[src/rtl/response_scheduler_pkg.sv]
// Shared definitions for the response scheduler.
// Holds the FSM state encoding, the arbiter grant encoding, the default
// message header bytes and a helper that slices the captured cycle count
// into bytes, most significant byte first.
package response_scheduler_pkg;

  typedef enum logic [2:0] {
    IDLE      = 3'd0,
    PKT_TAG   = 3'd1,
    PKT_BODY  = 3'd2,
    CYC_TAG   = 3'd3,
    CYC_BYTES = 3'd4
  } state_t;

  typedef enum logic {
    PACKET = 1'b0,
    CYCLES = 1'b1
  } grant_t;

  localparam logic [7:0] DEFAULT_PACKET_TAG = 8'h01;
  localparam logic [7:0] DEFAULT_CYCLES_TAG = 8'h02;

  // Index 0 selects the most significant byte.
  function automatic logic [7:0] count_byte(input logic [31:0] count,
                                            input logic [1:0]  idx);
    logic [7:0] b;
    case (idx)
      2'd0:    b = count[31:24];
      2'd1:    b = count[23:16];
      2'd2:    b = count[15:8];
      default: b = count[7:0];
    endcase
    return b;
  endfunction

endpackage

[src/rtl/response_scheduler_rr_arbiter2.sv]
// rr_arbiter2: two-requester round-robin arbiter.
// Ports:
//   clock, reset      - clock and asynchronous active-high reset
//   req_packet        - packet source requests the output stream
//   req_cycles        - cycle-report source requests the output stream
//   update            - commit the current grant into last_grant
//   grant_valid       - at least one requester is active
//   grant             - winning requester (alternates on a tie)
// last_grant resets to CYCLES so the first tie goes to packets.
module rr_arbiter2
  import response_scheduler_pkg::*;
(
  input  logic   clock,
  input  logic   reset,
  input  logic   req_packet,
  input  logic   req_cycles,
  input  logic   update,
  output logic   grant_valid,
  output grant_t grant
);

  grant_t last_grant;

  always_comb begin
    grant_valid = req_packet | req_cycles;
    grant       = PACKET;
    if (req_packet && req_cycles) begin
      grant = (last_grant == PACKET) ? CYCLES : PACKET;
    end else if (req_cycles) begin
      grant = CYCLES;
    end
  end

  always_ff @(posedge clock or posedge reset) begin
    if (reset) begin
      last_grant <= CYCLES;
    end else if (update && grant_valid) begin
      last_grant <= grant;
    end
  end

endmodule

[src/rtl/response_scheduler.sv]
// response_scheduler: merges processor-result packets and clock-cycle
// reports into one outgoing byte stream without interleaving messages.
// Each message is a header tag followed by its body; a packet body is passed
// through with zero latency, a cycle report is the captured 32-bit count
// sent MSB first. At least one IDLE cycle separates messages.
// Ports:
//   clock, reset                    - clock, asynchronous active-high reset
//   packet_data/valid/last, _ready  - processor-result packet byte stream
//   clock_cycles/_valid, _ready     - cycle count of the last processor run
//   out_data/valid/last, out_ready  - byte stream to the packet constructor
module response_scheduler
  import response_scheduler_pkg::*;
#(
  parameter logic [7:0] PACKET_TAG = DEFAULT_PACKET_TAG,
  parameter logic [7:0] CYCLES_TAG = DEFAULT_CYCLES_TAG
) (
  input  logic        clock,
  input  logic        reset,
  input  logic [7:0]  packet_data,
  input  logic        packet_valid,
  output logic        packet_ready,
  input  logic        packet_last,
  input  logic [31:0] clock_cycles,
  input  logic        clock_cycles_valid,
  output logic        clock_cycles_ready,
  output logic [7:0]  out_data,
  output logic        out_valid,
  input  logic        out_ready,
  output logic        out_last
);

  state_t      state_q, state_d;
  logic [1:0]  idx_q, idx_d;
  logic [31:0] count_q, count_d;
  logic        pend_q, pend_d;
  logic [31:0] pend_count_q, pend_count_d;

  logic        grant_valid;
  grant_t      grant;
  logic        cyc_req;
  logic        cyc_grant;

  // A cycle report offered while the stream is busy (or while losing a tie)
  // is remembered here so a single-cycle valid pulse is still served at the
  // next IDLE arbitration.
  assign cyc_req = clock_cycles_valid | pend_q;

  rr_arbiter2 u_arbiter (
    .clock       (clock),
    .reset       (reset),
    .req_packet  (packet_valid),
    .req_cycles  (cyc_req),
    .update      (state_q == IDLE),
    .grant_valid (grant_valid),
    .grant       (grant)
  );

  always_comb begin
    state_d      = state_q;
    idx_d        = idx_q;
    count_d      = count_q;
    cyc_grant    = 1'b0;
    out_valid    = 1'b0;
    out_last     = 1'b0;
    out_data     = '0;
    packet_ready = 1'b0;

    case (state_q)
      IDLE: begin
        if (grant_valid) begin
          if (grant == PACKET) begin
            state_d = PKT_TAG;
          end else begin
            state_d   = CYC_TAG;
            cyc_grant = 1'b1;
            count_d   = clock_cycles_valid ? clock_cycles : pend_count_q;
          end
        end
      end

      PKT_TAG: begin
        out_valid = 1'b1;
        out_data  = PACKET_TAG;
        if (out_ready) state_d = PKT_BODY;
      end

      PKT_BODY: begin
        out_data     = packet_data;
        out_valid    = packet_valid;
        out_last     = packet_last;
        packet_ready = out_ready;
        if (packet_valid && out_ready && packet_last) state_d = IDLE;
      end

      CYC_TAG: begin
        out_valid = 1'b1;
        out_data  = CYCLES_TAG;
        if (out_ready) state_d = CYC_BYTES;
      end

      CYC_BYTES: begin
        out_valid = 1'b1;
        out_data  = count_byte(count_q, idx_q);
        out_last  = (idx_q == 2'd3);
        if (out_ready) begin
          if (idx_q == 2'd3) begin
            idx_d   = '0;
            state_d = IDLE;
          end else begin
            idx_d = idx_q + 2'd1;
          end
        end
      end

      default: state_d = IDLE;
    endcase
  end

  always_comb begin
    pend_d       = pend_q;
    pend_count_d = pend_count_q;
    if (cyc_grant) begin
      pend_d = 1'b0;
    end else if (clock_cycles_valid) begin
      pend_d       = 1'b1;
      pend_count_d = clock_cycles;
    end
  end

  assign clock_cycles_ready = cyc_grant & ~reset;

  always_ff @(posedge clock or posedge reset) begin
    if (reset) begin
      state_q      <= IDLE;
      idx_q        <= '0;
      count_q      <= '0;
      pend_q       <= 1'b0;
      pend_count_q <= '0;
    end else begin
      state_q      <= state_d;
      idx_q        <= idx_d;
      count_q      <= count_d;
      pend_q       <= pend_d;
      pend_count_q <= pend_count_d;
    end
  end

endmodule
[config.mk]
export PLATFORM = sky130hd
export DESIGN_NAME = response_scheduler
export DESIGN_NICKNAME = d
export VERILOG_FILES = /design/src/rtl/response_scheduler_pkg.sv /design/src/rtl/response_scheduler_rr_arbiter2.sv /design/src/rtl/response_scheduler.sv
export SDC_FILE = /design/constraint.sdc
export NUM_CORES = 1
export LEC_CHECK = 0
export CAP_MARGIN = 20
export CORE_MARGIN = 10
export CORE_UTILIZATION = 48
export CTS_CLUSTER_DIAMETER = 60
export DETAILED_ROUTE_END_ITERATION = 8
export GPL_TIMING_DRIVEN = 0
export PLACE_DENSITY = 0.77
export SLEW_MARGIN = 20
export SYNTH_ARGS = -nofsm -noshare
export SYNTH_HDL_FRONTEND = slang
export SYNTH_SLANG_ARGS = --single-unit
[constraint.sdc]
create_clock -name clock -period 2.8 [get_ports clock]
set_input_delay 0.84 -clock clock [delete_from_list [all_inputs] [get_ports clock]]
set_output_delay 0.84 -clock clock [all_outputs]
set_load 0.02 [all_outputs]
==> results.txt <==
outcome -> complete, but fails checks
failing checks -> setup timing
Max Clk Rate -> 0.352 GHz
Final Non-Filler Cells -> 481
drt drc -> 0
clock buffer depth -> 2
TritonCTS clock tree -> built
critical path's slowest cell -> a222oi_1
die width -> 106 um
worst setup margin -> -0.0385 ns
total track usage -> 15.2%
area added between synthesis and finish -> 28.4%
Finished Cell Area -> 4530 um^2
clock-pin transition on the worst setup and hold timing paths -> 0.07 ns
Slew HR -> 49.4%
clock latency on the worst-skew pair -> 0.35 ns
Antenna Diode Count -> 0
Initial DRC Count -> 227
crit share post-route -> 101%
Routed Antenna Nets -> 0
core area -> 7210 um^2
cell internal pwr -> 2.99 mW
RSZ-0062 raised after global routing -> true
via count -> 2,755
Cell Rows -> 31
critical path class -> flop to primary output
final WL -> 8590 um
Seq pwr share -> 37.2%
Crit. End Element -> primary output
post-layout utilization of the core -> 62.8%
CP arrival -> 2.00 ns
Mapped Cells -> 308
Worst setup SP type -> flop
Fin Clk Skew -> 0.00886 ns
slew of the pin with the lowest slew margin -> 0.760 ns
first-pass GRT wire length -> 13,900 um
hold_buf cts -> 0
CP Data Required Time -> 1.96 ns
clock share of power -> 17.9%
Placed Instance Area -> 4240 um^2
routed len/inst -> 17.9 um
leakage power -> 1.90 nW
clk sinks -> 71
Max H-tree Level -> 3
Mapped Area -> 3530 um^2
vias in the first global route -> 2,789
DRT Pass-1 Iters -> 7
GPL Wtd Cong -> 0.910
final hold violations -> 0
Switch Pwr -> 1.80 mW
Post-DP HPWL -> 6320 um
power share of the combinational group -> 44.9%
Yosys cell types -> 33
Via-to-Cell Ratio -> 5.73
port bufs -> 56
Clock Tree Root -> clkbuf_8
area of the multi-input gates -> 1640 um^2
share of cells above drive strength 1 -> 16.5%
Final Max Tran Viols -> 0
CTS buffer count -> 9
Starting Density -> 48.9%
post-place setup slack -> -1.14 ns
initial antenna violation count -> 0
yosys warns -> 0
max incr delay on CP -> 0.43 ns
power per cell area -> 1060 nW/um^2
Syn Area/Cell -> 11.5 um^2
Hold Path Class -> flop to flop
post-placement cell count -> 464
io pins -> 58
Die Y -> 106 um
synthesized flop and latch total -> 71
setup_tns -> -0.0385 ns
post-synthesis sequential area ratio -> 50.4%
FF+latch area -> 1780 um^2
Worst Path Max Fanout -> 8
critical-path cell list -> buf_4 > ha_4 > a222oi_1 > a21oi_1 > a22o_1 > buf_2
max_cap viols -> 0
Synth Net Count -> 358
switch share -> 37.6%
R2R setup slack -> 0.84 ns
Finish-stage setup viols -> 1
VDD IR max -> 0.389 mV
Total Nets Final -> 427
largest net degree at the start of global routing -> 37
Overflow after GRT -> 0
Final min period -> 2.84 ns
Die Area -> 11,200 um^2
# fillers -> 594
## critical path, delay by kind of cell (launching register included)
kind	cells	cell delay, ns
buf+inv	2	0.30
compound gates	3	0.75
flops	1	0.41
fa+ha+maj	1	0.18
## power by group through the flow
stage | logic (mW) | registers, mW | clock network [mW]
2_1_floorplan | 1.45 | 1.69 | 0
3_3_place_gp | 1.96 | 1.77 | 0
3_5_place_dp | 2.02 | 1.79 | 0
4_1_cts | 2.12 | 1.77 | 0.868
5_1_grt | 2.37 | 1.82 | 0.922
6_report | 2.15 | 1.78 | 0.858
## sequential cells by signal (all words and copies together), names as in the netlist
name,cells
count_q,32
idx_q,2
u_arbiter.last_grant,1
state_q,3
pend_q,1
pend_count_q,32
## layout by cell type (no fill, tap or decap), drive strengths merged
master	Yosys	final
a31oi	34	34
nor2b	6	6
inv	3	3
nor3b	1	1
nand2	6	6
buf	18	33
a221o	1	1
a21oi	41	41
clkinv	1	1
dlygate4sd2	0	3
mux2i	32	32
nor3	2	2
clkdlybuf4s15	0	1
a2111oi	1	1
dfrtp	70	70
dlymetal6s2s	0	1
mux2	35	35
o211ai	1	1
o21ai	4	4
and2	3	3
o21bai	1	1
xnor2	1	1
bufinv	0	1
a222oi	8	8
clkbuf	13	23
ha	4	4
nor2	7	7
clkinvlp	0	1
o22ai	2	2
or2	1	1
clkdlybuf4s50	0	42
a22o	7	7
a211oi	1	1
dfstp	1	1
nand2b	3	3
## final cells by class
type | instances | area share [%]
plain buffers | 27 | 3.70
clock buffers | 14 | 3.81
clock inverters | 2 | 0.828
inverters | 4 | 0.414
multi-input cells | 202 | 36.2
flip-flops and latches | 71 | 39.2
well taps | 99 | 2.73
repair buffers | 62 | 13.1
## stage by stage
step / power (mW) / hold slack [ns]
after floorplan: 3.14 / 0.464
after global placement: 3.73 / 0.472
after detailed placement: 3.81 / 0.480
after CTS: 4.76 / 0.497
after global routing: 5.10 / 0.507
final: 4.79 / 0.490
## layer usage
layer / GRT usage, % / up-vias / part of all wire (%) / wire, um
li1: - / 1291 / - / -
met1: 18.8 / 1375 / 44 / 3800
met2: 24.9 / 73 / 49 / 4200
met3: 3.17 / 16 / 4.5 / 384
met4: 6.96 / 0 / 2.3 / 200
met5: 0 / - / 0 / 0
## synth_stat cells
library cell	instances	area share, %
a2111oi_4	1	0.78
a211oi_1	1	0.21
a21oi_1	41	5.8
a221o_1	1	0.28
a222oi_1	8	2.3
a22o_1	7	1.7
a31oi_1	34	6.0
and2_1	3	0.53
buf_1	4	0.43
buf_2	8	1.1
buf_4	2	0.43
buf_6	4	1.3
clkbuf_1	13	1.4
clkinv_1	1	0.11
dfrtp_1	70	50
dfstp_2	1	0.74
ha_1	4	1.4
inv_1	3	0.32
mux2_1	32	10
mux2_2	3	0.96
mux2i_1	32	9.1
nand2_1	6	0.64
nand2b_1	3	0.53
nor2_1	7	0.74
nor2b_1	6	1.1
nor3_1	2	0.28
nor3b_1	1	0.21
o211ai_1	1	0.21
o21ai_0	4	0.57
o21bai_1	1	0.21
o22ai_1	2	0.35
or2_2	1	0.18
xnor2_1	1	0.25
## what timing repair did
action | in CTS | in global routing
resized for setup | 63 | 10
setup endpoints to repair | 12 | 10
pin swaps | 13 | 3
buffers inserted | 4 | 1
## cells by family after synthesis
kind of cell	share of synthesized area, %
AND/OR/NAND/NOR	4.18
multiplexers	20.2
AO/OA/AOI/OAI	18.5
adder cells (fa/ha/maj)	1.42
buffers and inverters	5.07
XOR/XNOR	0.248
flip-flops	50.4
## worst paths after layout
check,cells after the start,from,end
hold reg to reg,1,pend_count_q[31]$_DFFE_PP0N_,pend_count_q[31]$_DFFE_PP0N_
max in group asynchronous,3,reset,u_arbiter.last_grant$_DFFE_PP1P_
setup reg to reg,7,state_q[1]$_DFFE_PP0P_,pend_count_q[9]$_DFFE_PP0N_
setup / recovery,6,idx_q[0]$_DFFE_PP0P_,out_data[7]
hold / removal,1,pend_count_q[31]$_DFFE_PP0N_,pend_count_q[31]$_DFFE_PP0N_
min in group asynchronous,2,reset,count_q[20]$_DFFE_PP0P_
Note: power is estimated with default switching activity, not from simulation.
